$ cat src/rtl/bus_read_y_pkg.sv
// Shared constants, FSM state encoding and one-hot helper for the Y-memory
// read block and its slot extractor.
package bus_read_y_pkg;

   localparam int Y_ROW_W    = 256;
   localparam int Y_ELEM_W   = 48;
   localparam int Y_ADDR_W   = 11;
   localparam int SLOT_PITCH = 64;
   localparam int SLOT_CNT   = 4;

   typedef enum logic [2:0] {
      S_IDLE     = 3'd0,
      S_RD_DIAG  = 3'd1,
      S_RD_NDIAG = 3'd2,
      S_CAP      = 3'd3,
      S_OUT      = 3'd4
   } state_e;

   function automatic logic is_onehot(input logic [SLOT_CNT-1:0] v);
      return ($countones(v) == 1);
   endfunction

endpackage

$ cat src/rtl/bus_read_y_slot_extract.sv
// Combinational slot picker: returns the element addressed by a one-hot
// select within a Y-memory row, or zero plus an error flag if the select is bad.
module y_slot_extract
   import bus_read_y_pkg::*;
#(
   parameter int ROW_W  = Y_ROW_W,
   parameter int ELEM_W = Y_ELEM_W
) (
   input  logic [ROW_W-1:0]    row,
   input  logic [SLOT_CNT-1:0] oh,
   output logic [ELEM_W-1:0]   elem,
   output logic                err
);

   logic [ELEM_W-1:0]   slot [SLOT_CNT];
   logic [SLOT_CNT-1:0] unused_pad;

   // Upper pad bits of each slot carry no data.
   generate
      for (genvar gi = 0; gi < SLOT_CNT; gi++) begin : g_slot
         assign slot[gi]       = row[gi*SLOT_PITCH +: ELEM_W];
         assign unused_pad[gi] = ^row[gi*SLOT_PITCH+ELEM_W +: SLOT_PITCH-ELEM_W];
      end
   endgenerate

   always_comb begin
      elem = '0;
      err  = !is_onehot(oh);
      if (!err) begin
         for (int i = 0; i < SLOT_CNT; i++) begin
            if (oh[i]) elem = slot[i];
         end
      end
   end

endmodule

$ cat src/rtl/bus_read_y.sv
// Fetches a diagonal and a non-diagonal element from Y-memory (one or two row
// reads) and presents them as a registered pair with valid/ready handshake.
module bus_read_y
   import bus_read_y_pkg::*;
#(
   parameter int ROW_W  = Y_ROW_W,
   parameter int ELEM_W = Y_ELEM_W,
   parameter int ADDR_W = Y_ADDR_W
) (
   input  logic                clock,
   input  logic                reset,
   input  logic                req_valid,
   output logic                req_ready,
   input  logic [ADDR_W-1:0]   inDiagAddr,
   input  logic [ADDR_W-1:0]   inNonDAddr,
   input  logic [SLOT_CNT-1:0] inDiagOH,
   input  logic [SLOT_CNT-1:0] inNonDiagOH,
   output logic                op_readEn,
   output logic [ADDR_W-1:0]   op_readAddr,
   input  logic [ROW_W-1:0]    inYreadData,
   output logic [ELEM_W-1:0]   op_diagVal,
   output logic [ELEM_W-1:0]   op_nonDiagVal,
   output logic                op_valid,
   input  logic                out_ready,
   output logic                op_ohErr
);

   state_e              state_q, state_d;
   logic [ADDR_W-1:0]   diag_addr_q, diag_addr_d;
   logic [ADDR_W-1:0]   ndiag_addr_q, ndiag_addr_d;
   logic [SLOT_CNT-1:0] diag_oh_q, diag_oh_d;
   logic [SLOT_CNT-1:0] ndiag_oh_q, ndiag_oh_d;
   logic [ELEM_W-1:0]   diag_hold_q, diag_hold_d;
   logic                diag_err_q, diag_err_d;
   logic                req_ready_q, req_ready_d;
   logic                read_en_q, read_en_d;
   logic [ADDR_W-1:0]   read_addr_q, read_addr_d;
   logic [ELEM_W-1:0]   diag_val_q, diag_val_d;
   logic [ELEM_W-1:0]   ndiag_val_q, ndiag_val_d;
   logic                valid_q, valid_d;
   logic                oh_err_q, oh_err_d;

   logic [ELEM_W-1:0]   diag_elem, ndiag_elem;
   logic                diag_bad, ndiag_bad;
   logic                same_row;

   y_slot_extract #(.ROW_W(ROW_W), .ELEM_W(ELEM_W)) u_diag_extract (
      .row  (inYreadData),
      .oh   (diag_oh_q),
      .elem (diag_elem),
      .err  (diag_bad)
   );

   y_slot_extract #(.ROW_W(ROW_W), .ELEM_W(ELEM_W)) u_ndiag_extract (
      .row  (inYreadData),
      .oh   (ndiag_oh_q),
      .elem (ndiag_elem),
      .err  (ndiag_bad)
   );

   assign same_row = (diag_addr_q == ndiag_addr_q);

   always_comb begin
      state_d      = state_q;
      diag_addr_d  = diag_addr_q;
      ndiag_addr_d = ndiag_addr_q;
      diag_oh_d    = diag_oh_q;
      ndiag_oh_d   = ndiag_oh_q;
      diag_hold_d  = diag_hold_q;
      diag_err_d   = diag_err_q;
      req_ready_d  = 1'b0;
      read_en_d    = 1'b0;
      read_addr_d  = read_addr_q;
      diag_val_d   = diag_val_q;
      ndiag_val_d  = ndiag_val_q;
      valid_d      = valid_q;
      oh_err_d     = oh_err_q;

      unique case (state_q)
         S_IDLE: begin
            req_ready_d = 1'b1;
            if (req_valid && req_ready_q) begin
               diag_addr_d  = inDiagAddr;
               ndiag_addr_d = inNonDAddr;
               diag_oh_d    = inDiagOH;
               ndiag_oh_d   = inNonDiagOH;
               read_en_d    = 1'b1;
               read_addr_d  = inDiagAddr;
               req_ready_d  = 1'b0;
               state_d      = S_RD_DIAG;
            end
         end
         S_RD_DIAG: begin
            if (same_row) begin
               state_d = S_CAP;
            end else begin
               read_en_d   = 1'b1;
               read_addr_d = ndiag_addr_q;
               state_d     = S_RD_NDIAG;
            end
         end
         S_RD_NDIAG: begin
            // Diagonal row data is on the bus while the second read issues.
            diag_hold_d = diag_elem;
            diag_err_d  = diag_bad;
            state_d     = S_CAP;
         end
         S_CAP: begin
            ndiag_val_d = ndiag_elem;
            if (same_row) begin
               diag_val_d = diag_elem;
               oh_err_d   = diag_bad | ndiag_bad;
            end else begin
               diag_val_d = diag_hold_q;
               oh_err_d   = diag_err_q | ndiag_bad;
            end
            valid_d = 1'b1;
            state_d = S_OUT;
         end
         S_OUT: begin
            if (out_ready) begin
               valid_d     = 1'b0;
               oh_err_d    = 1'b0;
               req_ready_d = 1'b1;
               state_d     = S_IDLE;
            end
         end
         default: begin
            state_d = S_IDLE;
         end
      endcase
   end

   always_ff @(posedge clock or negedge reset) begin
      if (!reset) begin
         state_q      <= S_IDLE;
         diag_addr_q  <= '0;
         ndiag_addr_q <= '0;
         diag_oh_q    <= '0;
         ndiag_oh_q   <= '0;
         diag_hold_q  <= '0;
         diag_err_q   <= 1'b0;
         req_ready_q  <= 1'b0;
         read_en_q    <= 1'b0;
         read_addr_q  <= '0;
         diag_val_q   <= '0;
         ndiag_val_q  <= '0;
         valid_q      <= 1'b0;
         oh_err_q     <= 1'b0;
      end else begin
         state_q      <= state_d;
         diag_addr_q  <= diag_addr_d;
         ndiag_addr_q <= ndiag_addr_d;
         diag_oh_q    <= diag_oh_d;
         ndiag_oh_q   <= ndiag_oh_d;
         diag_hold_q  <= diag_hold_d;
         diag_err_q   <= diag_err_d;
         req_ready_q  <= req_ready_d;
         read_en_q    <= read_en_d;
         read_addr_q  <= read_addr_d;
         diag_val_q   <= diag_val_d;
         ndiag_val_q  <= ndiag_val_d;
         valid_q      <= valid_d;
         oh_err_q     <= oh_err_d;
      end
   end

   assign req_ready     = req_ready_q;
   assign op_readEn     = read_en_q;
   assign op_readAddr   = read_addr_q;
   assign op_diagVal    = diag_val_q;
   assign op_nonDiagVal = ndiag_val_q;
   assign op_valid      = valid_q;
   assign op_ohErr      = oh_err_q;

endmodule

$ cat config.mk
export PLATFORM = sky130hd
export DESIGN_NAME = bus_read_y
export DESIGN_NICKNAME = d
export VERILOG_FILES = /design/src/rtl/bus_read_y_pkg.sv /design/src/rtl/bus_read_y_slot_extract.sv /design/src/rtl/bus_read_y.sv
export SDC_FILE = /design/constraint.sdc
export NUM_CORES = 1
export LEC_CHECK = 0
export CELL_PAD_IN_SITES_DETAIL_PLACEMENT = 0
export CELL_PAD_IN_SITES_GLOBAL_PLACEMENT = 2
export CORE_ASPECT_RATIO = 0.7
export CORE_MARGIN = 2
export CORE_UTILIZATION = 39
export CTS_BUF_LIST = sky130_fd_sc_hd__clkbuf_4 sky130_fd_sc_hd__clkbuf_8 sky130_fd_sc_hd__clkbuf_16
export DETAILED_ROUTE_END_ITERATION = 6
export DONT_BUFFER_PORTS = 1
export PLACE_DENSITY_LB_ADDON = 0.1
export SLEW_MARGIN = 40
export SYNTH_ARGS = -nofsm -noshare
export SYNTH_HDL_FRONTEND = slang
export SYNTH_SLANG_ARGS = --single-unit
$ cat constraint.sdc
create_clock -name clock -period 6.6 [get_ports clock]
set_input_delay 0.66 -clock clock [delete_from_list [all_inputs] [get_ports clock]]
set_output_delay 0.66 -clock clock [all_outputs]
set_load 0.01 [all_outputs]
==> results.py <==
metrics = {
    "synthesis": {
        "ys_top_cells_by_area": "dfrtp_1, nand2_1, a221oi_1",
        "synthDominantCellAreaShare": 0.4578,
        "synth-seq-cells": 193,
        "synth_seq_area_share": 0.4578,
        "mappedNetlistArea_mm2": 0.01055,
        "yosysWarningCount": 0,
        "syn-instance-count": 1197,
        "synth_cell_types": 35,
        "yosys.area.top_type": "dfrtp_1",
        "syn-num-nets": 1495,
        "synth_area_per_cell_um2": 8.813,
    },
    "floorplanning": {
        "floorplan.die.width_um": 200.6,
        "floorplan.die_area_mm2": 0.02840,
        "fp.coreArea_mm2": 0.02665,
        "num_io_pins": 401,
        "die_height_um": 141.6,
        "fp-row-count": 50,
        "start_util": 0.3958,
    },
    "finish": {
        "final_nets": 1413,
        "final.fill_count": 2685,
        "seq_area_mm2": 0.004842,
        "post_route_cells_drive_above_1_share": 0.1037,
        "flow.area_growth_from_synthesis_pct": 7.923,
        "combined_area_of_the_multi_input_logic_cells_mm2": 0.005264,
        "design_area_mm2": 0.01138,
    },
    "global_route": {
        "grt_pass1_vias": 8324,
        "grt_max_degree": 194,
        "first_pass_grt_wire_length_mm": 53.35,
        "grt_antenna_before_repair": 2,
        "global_route.usage.total": 0.2442,
        "grt_overflow_total": 0,
    },
    "routing": {
        "drt.antenna.violating_nets": 0,
        "drt_first_pass_iters": 7,
        "vias": 8791,
        "viasPerCell": 5.884,
        "wl_per_cell_um": 23.62,
        "postRouteWirelength_mm": 35.28,
        "drt_iter0_markers": 585,
        "drc": 0,
    },
    "timing": {
        "period_share": 0.5080,
        "timing.final.crit_period_ns": 3.353,
        "timing_max_transition_violations_final": 0,
        "achievable-frequency_mhz": 298.2,
        "slew-limit-headroom": 0.4786,
        "fin_skew_ns": 0.01028,
        "totalNegativeSetupSlack_ns": 0,
        "hold_ws_ns": 0.1071,
        "rsz0062_at_grt": "false",
        "timing.final.setup_violations": 0,
        "setup_slack_ns": 3.247,
        "final-hold-violation-count": 0,
        "worst-slew-pin-transition_ns": 0.7822,
    },
    "setup_path": {
        "crit_path_start_kind": "flop",
        "worst_ep_arrival_time_ns": 3.70,
        "worst-endpoint-required_ns": 6.95,
        "crit_path_end_kind": "flop",
        "timing.setup.critical_path_class": "flop to flop",
        "critPathMaxFanout": 57,
    },
    "pwr": {
        "power_frac_clock": 0.176,
        "power.leakage_uw": 0.004491,
        "irDropWorstVdd_mv": 0.3777,
        "comb_power_share": 0.467,
        "cellPowerDensity_mw_per_mm2": 537.2,
        "sw_frac_of_total": 0.4723,
        "seq_power_share": 0.356,
        "fin_total_pwr_uw": 6116,
        "p_switching_uw": 2888,
        "power.internal_uw": 3227,
    },
    "cts": {
        "htree_num_levels": 4,
        "post_cts_resized": 0,
        "cts_sinks": 193,
        "clk_pin_slew_worst_paths_ns": 0.08,
        "clock_insertion_delay_worst_skew_ns": 0.44,
        "tritoncts.num_buffers": 17,
        "cts_tree": "yes",
        "cts_setup_buffers": 0,
        "max-clock-path-buffers": 2,
        "cell_at_the_root_of_the_clock_tree": "clkbuf_16",
    },
    "placement": {
        "routabilityCongestion": 0.8186,
        "place_ws_ns": 3.230,
        "dp.final_hpwl_mm": 22.64,
        "io_buffers": 0,
        "placement.cell_area_mm2": 0.01073,
    },
    "job": {
        "max_cap_violations": 0,
    },
    "outcome": {
        "outcome": "completed",
    },
    "worst_hold_path": {
        "worst_hold_path_type": "input pin to async pin",
    },
}
-- critical path, stage by stage (launching register included) --
cell	delay, ns
dfrtp_4	0.83
ha_1	0.36
ha_1	0.22
fa_1	0.47
nor2_1	0.14
nand2_1	0.13
nor4_2	0.15
buf_4	0.56
a22oi_1	0.15
o21ai_0	0.21
-- cell usage after synthesis --
cell,instances
and2_1,1
nor4_1,2
buf_4,2
ha_1,6
buf_1,7
xnor2_1,12
o21ai_1,11
mux2_2,30
a22o_1,3
mux2i_1,1
or3_1,1
a211oi_1,2
o31ai_1,46
nor3_1,47
clkbuf_1,100
o32ai_1,1
nand3_1,2
or2_2,11
buf_6,1
nand3b_1,1
inv_1,3
nand2_1,246
nand2b_1,1
nor2_1,9
fa_1,2
a21oi_1,55
buf_2,11
a22oi_1,49
nand4_1,3
nor2b_1,96
a221oi_1,93
o221a_2,11
dfrtp_1,193
a221o_1,1
o21ai_0,137
-- state kept, by name (all words and copies together), names as in the netlist --
signal,cells
op_valid,1
diag_hold_q,48
op_ohErr,1
diag_oh_q,4
state_q,3
op_readAddr,11
diag_addr_q,11
op_diagVal,48
ndiag_oh_q,4
diag_err_q,1
op_nonDiagVal,48
ndiag_addr_q,11
req_ready,1
op_readEn,1
-- layout make-up --
type,count,area share
Antenna cell,2,0.0004396
Sequential cell,193,0.4253
Multi-Input combinational cell,880,0.4624
Inverter,3,0.0009891
Timing Repair Buffer,20,0.01846
Clock inverter,15,0.01506
Tap cell,364,0.04000
Clock buffer,17,0.03737
-- stage by stage --
stage / util / cells
4_1_cts: 0.4260 / 1491
3_5_place_dp: 0.4025 / 1458
5_1_grt: 0.4272 / 1494
6_report: 0.4272 / 1494
2_1_floorplan: - / 1197
3_3_place_gp: 0.4009 / 1455
-- repair_timing --
item,in CTS,in global routing
endpoints found under the setup margin,0,0
endpoints found under the hold margin,193,0
hold buffers,1,0
-- power groups by stage --
stage          sequential [uW]  clock [uW]  combinational (uW)
6_report                  2180        1080                2860
5_1_grt                   2240        1150                3220
4_1_cts                   2190        1110                2880
3_5_place_dp              2210           0                2850
3_3_place_gp              2200           0                2790
2_1_floorplan             1910           0                2260
-- final timing paths --
check                                start           endpoint  slack (ns)  depth (start not counted)
min in group clock           inDiagAddr[9]     diag_addr_q[9]        0.37                          1
hold / removal                       reset  op_nonDiagVal[41]        0.11                          1
setup / recovery              diag_oh_q[3]     op_diagVal[10]        3.25                          9
setup reg to reg              diag_oh_q[3]     op_diagVal[10]        3.25                          9
hold reg to reg            diag_hold_q[36]    diag_hold_q[36]        0.48                          2
max in group asynchronous            reset       diag_oh_q[3]        5.52                          2
-- cells by family (layout without fill, tap and decap cells) --
kind of cell	after synthesis	in the layout	synth area share
xor gates and xnor gates	12	12	0.009963
muxes	31	31	0.03297
buffers and inverters	124	55	0.04685
other	0	2	0
and+or+nand+nor	420	420	0.1829
AOI/OAI and AO/OA	409	409	0.2586
DFF	193	193	0.4578
adders and majority gates	8	8	0.01091
-- layout by cell type (no fill, tap or decap), types with 3 or more instances in the layout --
| cell type | n |
|---|---|
| or2_2 | 11 |
| o21ai_0 | 137 |
| a22oi_1 | 49 |
| inv_6 | 5 |
| nor3_1 | 47 |
| dfrtp_2 | 4 |
| clkbuf_16 | 17 |
| nand4_1 | 3 |
| inv_1 | 3 |
| mux2_2 | 30 |
| nand2_1 | 245 |
| o21ai_1 | 11 |
| o31ai_1 | 46 |
| ha_1 | 6 |
| a21oi_1 | 55 |
| dfrtp_1 | 187 |
| buf_4 | 15 |
| nor2_1 | 9 |
| o221a_2 | 11 |
| a221oi_1 | 93 |
| a22o_1 | 3 |
| xnor2_1 | 12 |
| nor2b_1 | 94 |
| clkinvlp_4 | 3 |
-- per-layer routing --
metal  GRT usage  vias up  part of all wire  wire length [um]
li1            -     4166                 -                 -
met1      0.3490     4308              0.46             16390
met2      0.3664      303              0.44             15610
met3     0.07373       14             0.085              3002
met4     0.05029        0            0.0080               284
met5           0        -                 0                 0
(Power assumes the default switching activity.)
